<file path="config.mk">
export PLATFORM = sky130hd
export DESIGN_NAME = id_stage
export DESIGN_NICKNAME = d
export VERILOG_FILES = /design/src/rtl/rv_pkg.sv /design/src/rtl/inst_decoder.sv /design/src/rtl/id_stage.sv
export SDC_FILE = /design/constraint.sdc
export NUM_CORES = 1
export LEC_CHECK = 0
export ABC_AREA = 0
export CAP_MARGIN = 10
export CORE_MARGIN = 8
export CORE_UTILIZATION = 31
export CTS_CLUSTER_DIAMETER = 120
export DETAILED_ROUTE_END_ITERATION = 6
export HOLD_SLACK_MARGIN = 0.03
export PLACE_DENSITY_LB_ADDON = 0.15
export SLEW_MARGIN = 20
export SYNTH_ARGS = -nofsm -noshare
export SYNTH_HDL_FRONTEND = slang
export SYNTH_SLANG_ARGS = --single-unit
</file>
<file path="constraint.sdc">
create_clock -name clk_i -period 1.8 [get_ports clk_i]
set_input_delay 0.18 -clock clk_i [delete_from_list [all_inputs] [get_ports clk_i]]
set_output_delay 0.18 -clock clk_i [all_outputs]
set_load 0.005 [all_outputs]
</file>
<file path="src/rtl/rv_pkg.sv">
// rv_pkg: RV32I opcode constants, immediate-format bit indices and the decoded-field bundle.
package rv_pkg;
    localparam logic [6:0] OPC_LOAD     = 7'b0000011;
    localparam logic [6:0] OPC_MISC_MEM = 7'b0001111;
    localparam logic [6:0] OPC_OP_IMM   = 7'b0010011;
    localparam logic [6:0] OPC_AUIPC    = 7'b0010111;
    localparam logic [6:0] OPC_STORE    = 7'b0100011;
    localparam logic [6:0] OPC_OP       = 7'b0110011;
    localparam logic [6:0] OPC_LUI      = 7'b0110111;
    localparam logic [6:0] OPC_BRANCH   = 7'b1100011;
    localparam logic [6:0] OPC_JALR     = 7'b1100111;
    localparam logic [6:0] OPC_JAL      = 7'b1101111;
    localparam logic [6:0] OPC_SYSTEM   = 7'b1110011;

    // Bit positions inside the one-hot immediate-format code shared with imm_gen.
    localparam int IMM_I = 4;
    localparam int IMM_S = 3;
    localparam int IMM_B = 2;
    localparam int IMM_J = 1;
    localparam int IMM_U = 0;

    typedef struct packed {
        logic [4:0] typ;
        logic       illegal;
        logic [4:0] rs1;
        logic [4:0] rs2;
        logic [4:0] rd;
        logic [2:0] funct3;
        logic [6:0] funct7;
        logic [6:0] opcode;
    } id_fields_t;
endpackage

</file>
<file path="src/rtl/inst_decoder.sv">
// inst_decoder: combinational opcode classification into a one-hot immediate format plus field slicing.
//   inst_i     instruction word
//   type_o     one-hot format {I,S,B,J,U}, zero for R-type or illegal
//   illegal_o  opcode outside the RV32I base set
//   rs1_o, rs2_o, rd_o, funct3_o, funct7_o, opcode_o  raw instruction fields
module inst_decoder
    import rv_pkg::*;
#(
    parameter int XLEN = 32
) (
    input  logic [XLEN-1:0] inst_i,
    output logic [4:0]      type_o,
    output logic            illegal_o,
    output logic [4:0]      rs1_o,
    output logic [4:0]      rs2_o,
    output logic [4:0]      rd_o,
    output logic [2:0]      funct3_o,
    output logic [6:0]      funct7_o,
    output logic [6:0]      opcode_o
);
    assign opcode_o = inst_i[6:0];
    assign rd_o     = inst_i[11:7];
    assign funct3_o = inst_i[14:12];
    assign rs1_o    = inst_i[19:15];
    assign rs2_o    = inst_i[24:20];
    assign funct7_o = inst_i[31:25];

    // Full 7-bit compare also rejects compressed encodings (inst[1:0] != 2'b11).
    always_comb begin
        type_o    = '0;
        illegal_o = 1'b0;
        case (inst_i[6:0])
            OPC_LOAD, OPC_MISC_MEM, OPC_OP_IMM, OPC_JALR, OPC_SYSTEM: type_o[IMM_I] = 1'b1;
            OPC_STORE:            type_o[IMM_S] = 1'b1;
            OPC_BRANCH:           type_o[IMM_B] = 1'b1;
            OPC_JAL:              type_o[IMM_J] = 1'b1;
            OPC_LUI, OPC_AUIPC:   type_o[IMM_U] = 1'b1;
            OPC_OP:               illegal_o = 1'b0;
            default:              illegal_o = 1'b1;
        endcase
    end
endmodule

</file>
<file path="src/rtl/id_stage.sv">
// id_stage: IF/ID pipeline register with valid/ready handshake, flush and registered decode.
//   clk_i, rst_i        clock, asynchronous active-high reset
//   valid_i/ready_o     upstream handshake carrying inst_i, pc_i
//   flush_i             drop held and incoming instruction
//   valid_o/ready_i     downstream handshake
//   inst_o, pc_o        registered instruction and PC
//   type_o, illegal_o   registered format code and illegal flag
//   rs1_o, rs2_o, rd_o, funct3_o, funct7_o, opcode_o  registered fields
module id_stage
    import rv_pkg::*;
#(
    parameter int XLEN = 32
) (
    input  logic            clk_i,
    input  logic            rst_i,
    input  logic            valid_i,
    output logic            ready_o,
    input  logic [XLEN-1:0] inst_i,
    input  logic [XLEN-1:0] pc_i,
    input  logic            flush_i,
    output logic            valid_o,
    input  logic            ready_i,
    output logic [XLEN-1:0] inst_o,
    output logic [XLEN-1:0] pc_o,
    output logic [4:0]      type_o,
    output logic [4:0]      rs1_o,
    output logic [4:0]      rs2_o,
    output logic [4:0]      rd_o,
    output logic [2:0]      funct3_o,
    output logic [6:0]      funct7_o,
    output logic [6:0]      opcode_o,
    output logic            illegal_o
);
    id_fields_t      dec, fields_q;
    logic [XLEN-1:0] inst_q, pc_q;
    logic            valid_q, valid_d, load;

    inst_decoder #(.XLEN(XLEN)) u_dec (
        .inst_i   (inst_i),
        .type_o   (dec.typ),
        .illegal_o(dec.illegal),
        .rs1_o    (dec.rs1),
        .rs2_o    (dec.rs2),
        .rd_o     (dec.rd),
        .funct3_o (dec.funct3),
        .funct7_o (dec.funct7),
        .opcode_o (dec.opcode)
    );

    // A full stage still accepts when downstream drains in the same cycle.
    assign ready_o = ~valid_q | ready_i;
    assign load    = valid_i & ready_o & ~flush_i;
    assign valid_d = flush_i ? 1'b0 : load ? 1'b1 : ready_i ? 1'b0 : valid_q;

    // Data registers only move on a real load, so a stall keeps outputs bit-stable.
    always_ff @(posedge clk_i or posedge rst_i) begin
        if (rst_i) begin
            valid_q  <= 1'b0;
            inst_q   <= '0;
            pc_q     <= '0;
            fields_q <= '0;
        end else begin
            valid_q <= valid_d;
            if (load) begin
                inst_q   <= inst_i;
                pc_q     <= pc_i;
                fields_q <= dec;
            end
        end
    end

    assign valid_o   = valid_q;
    assign inst_o    = inst_q;
    assign pc_o      = pc_q;
    assign type_o    = fields_q.typ;
    assign illegal_o = fields_q.illegal;
    assign rs1_o     = fields_q.rs1;
    assign rs2_o     = fields_q.rs2;
    assign rd_o      = fields_q.rd;
    assign funct3_o  = fields_q.funct3;
    assign funct7_o  = fields_q.funct7;
    assign opcode_o  = fields_q.opcode;
endmodule

</file>
Word-level counts from Yosys, hierarchy flattened:

Cells that the tools add are included.

* register bits after elaboration: 103
* output and inout port bits: 104
* input port bits: 69
* word-level logic and storage cells: 40

* bitwise logic cells: 5
* mux-type cells: 9
* equality and inequality tests: 11
* reduce and logical (&&, ||, !) cells: 4

Operator list (count)
* $eq A7 B7 Y1 const B: 4
* $eq A7 B6 Y1 const B: 3
* $eq A7 B5 Y1 const B: 2
* $reduce_or A11 Y1: 1
* $mux W1: 9
* $eq A7 B2 Y1 const B: 1
* $eq A7 B4 Y1 const B: 1
* $reduce_or A5 Y1: 1
* $reduce_bool A3 Y1: 1
* $and A1 B1 Y1: 2
* $not A1 Y1: 2
* $reduce_or A2 Y1: 1
* $or A1 B1 Y1: 1

Logic depth before layout (Yosys ltp):

Gate-level depths: netlist of the first run.

* depth in word-level cells: 6
* mapped depth: 7
* gate-level depth less buffers: 5

Modules after synthesis:

From an unflattened synthesis of the first run, not the netlist that was laid out.

* cell total of the unflattened synthesis: 275
* area, all modules: 4284.1 um^2

By module, submodules not included
* id_stage: times used 1, sequential area each 2577.5 um^2, cells an instance 222, area each 3908.7 um^2
* inst_decoder: times used 1, sequential area each 0.0 um^2, cells an instance 53, area each 375.4 um^2

Worst setup path before layout of the first run:

No wires, ideal clock.

* path kind: register to register
* start point: register valid_q (netlist: valid_o)
* end point: register fields_q (netlist bit type_o[3])
* arrival time: 1.113 ns
* setup slack: 0.592 ns
* setup time: 0.095 ns
* path buffers: 2
* clock period less this slack: 1.208 ns
* cell stages (with the launch flop): 7
* data required time: 1.705 ns
* path through: dfrtp_1 > nor2b_4 > inv_2 > nand3b_1 > buf_6 > clkbuf_8 > o31ai_1

* longest elaborated chain between the ends: 4

Ends and longest elaborated chain
* start, declared: RTL line id_stage.sv:36 `logic valid_q, valid_d, load;`
* start signal, assigned: RTL line id_stage.sv:63 `valid_q <= valid_d;`
* $not A1 Y1: RTL line id_stage.sv:51 `assign ready_o = ~valid_q | ready_i;`
* $or A1 B1 Y1: RTL line id_stage.sv:51
* via ready_o: RTL line id_stage.sv:17 `output logic ready_o,`
* $and A1 B1 Y1 (2 in a row): RTL line id_stage.sv:52 `assign load = valid_i & ready_o & ~flush_i;`
* end signal, assigned: RTL line id_stage.sv:61 `fields_q <= '0;`
* end signal, assigned: RTL line id_stage.sv:67 `fields_q <= dec;`
* end, declared: RTL line id_stage.sv:34 `id_fields_t dec, fields_q;`

The timed path passes the listed nets, and every way through them passes these cells.
A chain may end at the register's enable or synchronous reset.

Worst setup path after layout of the first run:

* start point: register valid_q (netlist: valid_o)
* end point: output ready_o

* longest elaborated chain between the ends: 2

Ends and longest elaborated chain (RTL line)
* $not A1 Y1: id_stage.sv:51
* $or A1 B1 Y1: id_stage.sv:51
* end, declared: id_stage.sv:17

No other way between the ends.

==> results.py, run 1 <==
metrics = {
    "synth": {
        "synth_top_family_by_area": "simple AND/OR/NAND/NOR gates",
        "synth_nets": 413,
        "ys.flop_type": "dfrtp_1",
        "syn_area_per_cell_um2": 8.88,
        "ys_ff_latch": 71,
        "yosysUniqueCellTypes": 24,
        "yosysMostFrequentCell": "nand2_1",
        "yosys_warnings": 0,
        "yosys.area.top_type": "dfrtp_1",
        "synthCells": 344,
        "netlist.area_leader.share_pct": 58.1,
        "yosysSeqAreaShare_pct": 58.1,
        "synth_fa_ha_area_share_pct": 0,
        "netlist_top_cells_area": "dfrtp_1, nand2_1, buf_4",
        "synth_xor_area_share_pct": 0,
        "synth_edf_count": 0,
        "muxShareOfSynthArea_pct": 0.369,
        "synth_top_cells_by_count": "nand2_1, dfrtp_1, buf_4",
        "synthArstFlopShare_pct": 100,
        "synth_area_mm2": 0.00306,
        "yosys.area_share.simple_pct": 27.9,
        "synth-compound-area-share_pct": 2.46,
    },
    "placement": {
        "gp_congestion": 0.740,
        "dp_cells": 611,
        "place_area_mm2": 0.00474,
        "portBuffers": 172,
        "dp_hpwl_mm": 6.79,
    },
    "setup_path": {
        "crit_slowest_cell": "clkdlybuf4s50_1",
        "cp-end-kind": "primary output",
        "worstRegToRegCells": 7,
        "path_cells": "nor2b_4 -> inv_2 -> clkdlybuf4s50_1",
        "arrival_ns": 1.43,
        "endpoint": "ready_o",
        "r2r-end": "funct7_o[4]",
        "cp.required_ns": 1.62,
        "cpPeakStageDelay_ns": 0.51,
        "path_buf_inv": 2,
        "worst-path-stages": 3,
        "rrSetupSlack_ns": 0.43,
        "crit_family": "buffers and inverters",
        "critPathLaunch": "valid_o",
        "crit_path_max_fanout": 3,
        "critPathLaunchType": "register",
        "criticalPathCategory": "register to primary output",
        "crit-reg2reg-launch": "valid_o",
    },
    "clock_tree": {
        "h-tree-depth": 3,
        "postCtsSetupBuffers": 0,
        "path_clk_slew_ns": 0.07,
        "clockBufferDepth": 2,
        "cts.root.buffer_cell": "clkbuf_8",
        "cts_hold_buf": 0,
        "cts_buffers": 9,
        "clock_latency_ns": 0.34,
        "ctsResizeCount": 0,
        "cts_sinks": 71,
        "cts_tree": "done",
    },
    "layout": {
        "final_cell_count_no_fill": 625,
        "final_nets": 558,
        "areaGrowthSynthToFinish_pct": 60.4,
        "n_antenna_cell": 0,
        "layout-drive-gt1-share_pct": 6.30,
        "final_cell_area_mm2": 0.00490,
    },
    "floorplanning": {
        "row_count": 36,
        "dieArea_mm2": 0.0133,
        "start_util_pct": 31.6,
        "die_w_um": 115,
        "fp.coreArea_mm2": 0.00968,
        "die_h_um": 115,
        "ios": 173,
    },
    "outcome": {
        "outcome": "complete, no violations",
    },
    "timing": {
        "fin_crit_ns": 1.61,
        "rsz0062_at_grt": "no",
        "slew_viol_final": 0,
        "fmax_mhz": 622,
        "slew_headroom_pct": 74.5,
        "finalClockSkew_ns": 0.00876,
        "finalSetupViolCount": 0,
        "hold_viol": 0,
        "finalSetupTns_ns": 0,
        "hold-worst-slack_ns": 0.293,
        "fin_crit_sh_pct": 89.3,
        "worstMarginPinSlew_ns": 0.383,
    },
    "power": {
        "netSwitchingFraction_pct": 26.1,
        "seqPwrFrac_pct": 45.8,
        "vdd_drop_max_mv": 0.397,
        "combPwrFrac_pct": 28.1,
        "power_density_mw_per_mm2": 871,
        "clkPwrFrac_pct": 26.1,
        "switchingPower_mw": 1.12,
        "internal_power_mw": 3.15,
        "p_leak_nw": 2.32,
    },
    "global_route": {
        "grt_pass1_wl_mm": 14.1,
        "grt_pass1_vias": 2708,
        "grt_use_met3_pct": 7.04,
        "grt_max_degree": 72,
        "grt_util_met2_pct": 20.6,
        "antenna_found_initial": 0,
        "track_usage_pct": 13.7,
        "busiest_layer": "met2",
        "use_met1_pct": 16.3,
        "overflow": 0,
    },
    "job": {
        "cap_violations": 0,
    },
    "detailed_routing": {
        "wl_per_cell_um": 14.5,
        "ant_nets": 0,
        "vias": 2645,
        "drt_iter0_drc": 80,
        "drt_first_pass_iters": 4,
        "drc_errors": 0,
        "viasPerCell": 4.23,
        "wirelength_mm": 9.06,
    },
    "min_path": {
        "hp-class": "primary input to async pin",
    },
}
## layout by cell type (no fill, tap or decap)
master / count
buf_4: 5
and3_2: 2
clkbuf_8: 11
o21ai_0: 1
and4bb_1: 1
inv_2: 1
nor2_1: 4
clkinvlp_4: 1
dfrtp_1: 71
nand2_1: 200
clkinv_2: 1
o31ai_1: 3
o31ai_2: 1
and3b_1: 1
nor2b_1: 1
nor3b_4: 1
nand3_1: 2
mux2_2: 1
o41ai_2: 1
a21oi_1: 2
clkbuf_1: 2
nor2b_4: 1
buf_12: 4
clkdlybuf4s50_1: 172
nand3b_1: 1
o21ai_2: 1
## final cells by class
type                    instances  area, µm²
clock buffers                  13        159
clock inverters                 1       5.00
fillers                       950       4780
inverters                       2       11.3
multi-input cells             224        945
flip-flops and latches         71       1780
well taps                     133        166
repair buffers                181       1840
## layer usage
| metal | vias up | routed length [µm] | share of wire (%) |
|---|---|---|---|
| met4 | 0 | 83 | 0.92 |
| met1 | 1210 | 3920 | 43 |
| met3 | 7 | 1120 | 12 |
| met2 | 119 | 3930 | 43 |
| li1 | 1309 | - | - |
| met5 | - | 0 | 0 |
## worst min path at each step
stage,from,endpoint,slack [ns]
6_report,rst_i,inst_o[11],0.29
5_1_grt,rst_i,inst_o[11],0.32
3_3_place_gp,pc_o[20],pc_o[20],0.46
4_1_cts,rst_i,inst_o[19],0.29
3_5_place_dp,pc_o[2],pc_o[2],0.46
2_1_floorplan,flush_i,valid_o,0.25
## power groups by stage
| stage | Combinational [mW] | Clock (mW) | Sequential (mW) |
|---|---|---|---|
| after detailed placement | 1.23 | 0 | 1.99 |
| after CTS | 1.23 | 1.17 | 1.96 |
| after global routing | 1.32 | 1.25 | 1.98 |
| after global placement | 1.21 | 0 | 1.98 |
| final | 1.20 | 1.11 | 1.96 |
| after floorplan | 0.430 | 0 | 1.99 |
## per-stage QoR
| step | utilization, % | power, mW | setup WS, ns |
|---|---|---|---|
| floorplan | - | 2.42 | 0.592 |
| global placement | 48.9 | 3.19 | 0.218 |
| detailed placement | 48.9 | 3.21 | 0.166 |
| CTS | 50.6 | 4.36 | 0.155 |
| global route | 50.6 | 4.55 | 0.115 |
| finish | 50.6 | 4.27 | 0.192 |
## flip-flops by register name, indices dropped and copies added (netlist names), 2 cells and up
name / cells
inst_o: 5
opcode_o: 6
pc_o: 32
rd_o: 4
funct3_o: 2
type_o: 5
funct7_o: 7
rs1_o: 4
rs2_o: 4
## cells by family after synthesis
kind of cell	count (synthesis)
simple gates	214
flops	71
buf+inv	49
compound gates	9
mux	1
## worst min-delay path, cell delays in order
cell	delay, ns
clkdlybuf4s50_1	0.44
clkinvlp_4	0.10
buf_12	0.33
Note: power is estimated with default switching activity, not from simulation.
==> inputs of run 2 (changes only) <==
CTS_CLUSTER_DIAMETER = 60   (was 120)
==> results of run 2 <==
Final layout, timing and power as in run 1 (identical DEF).
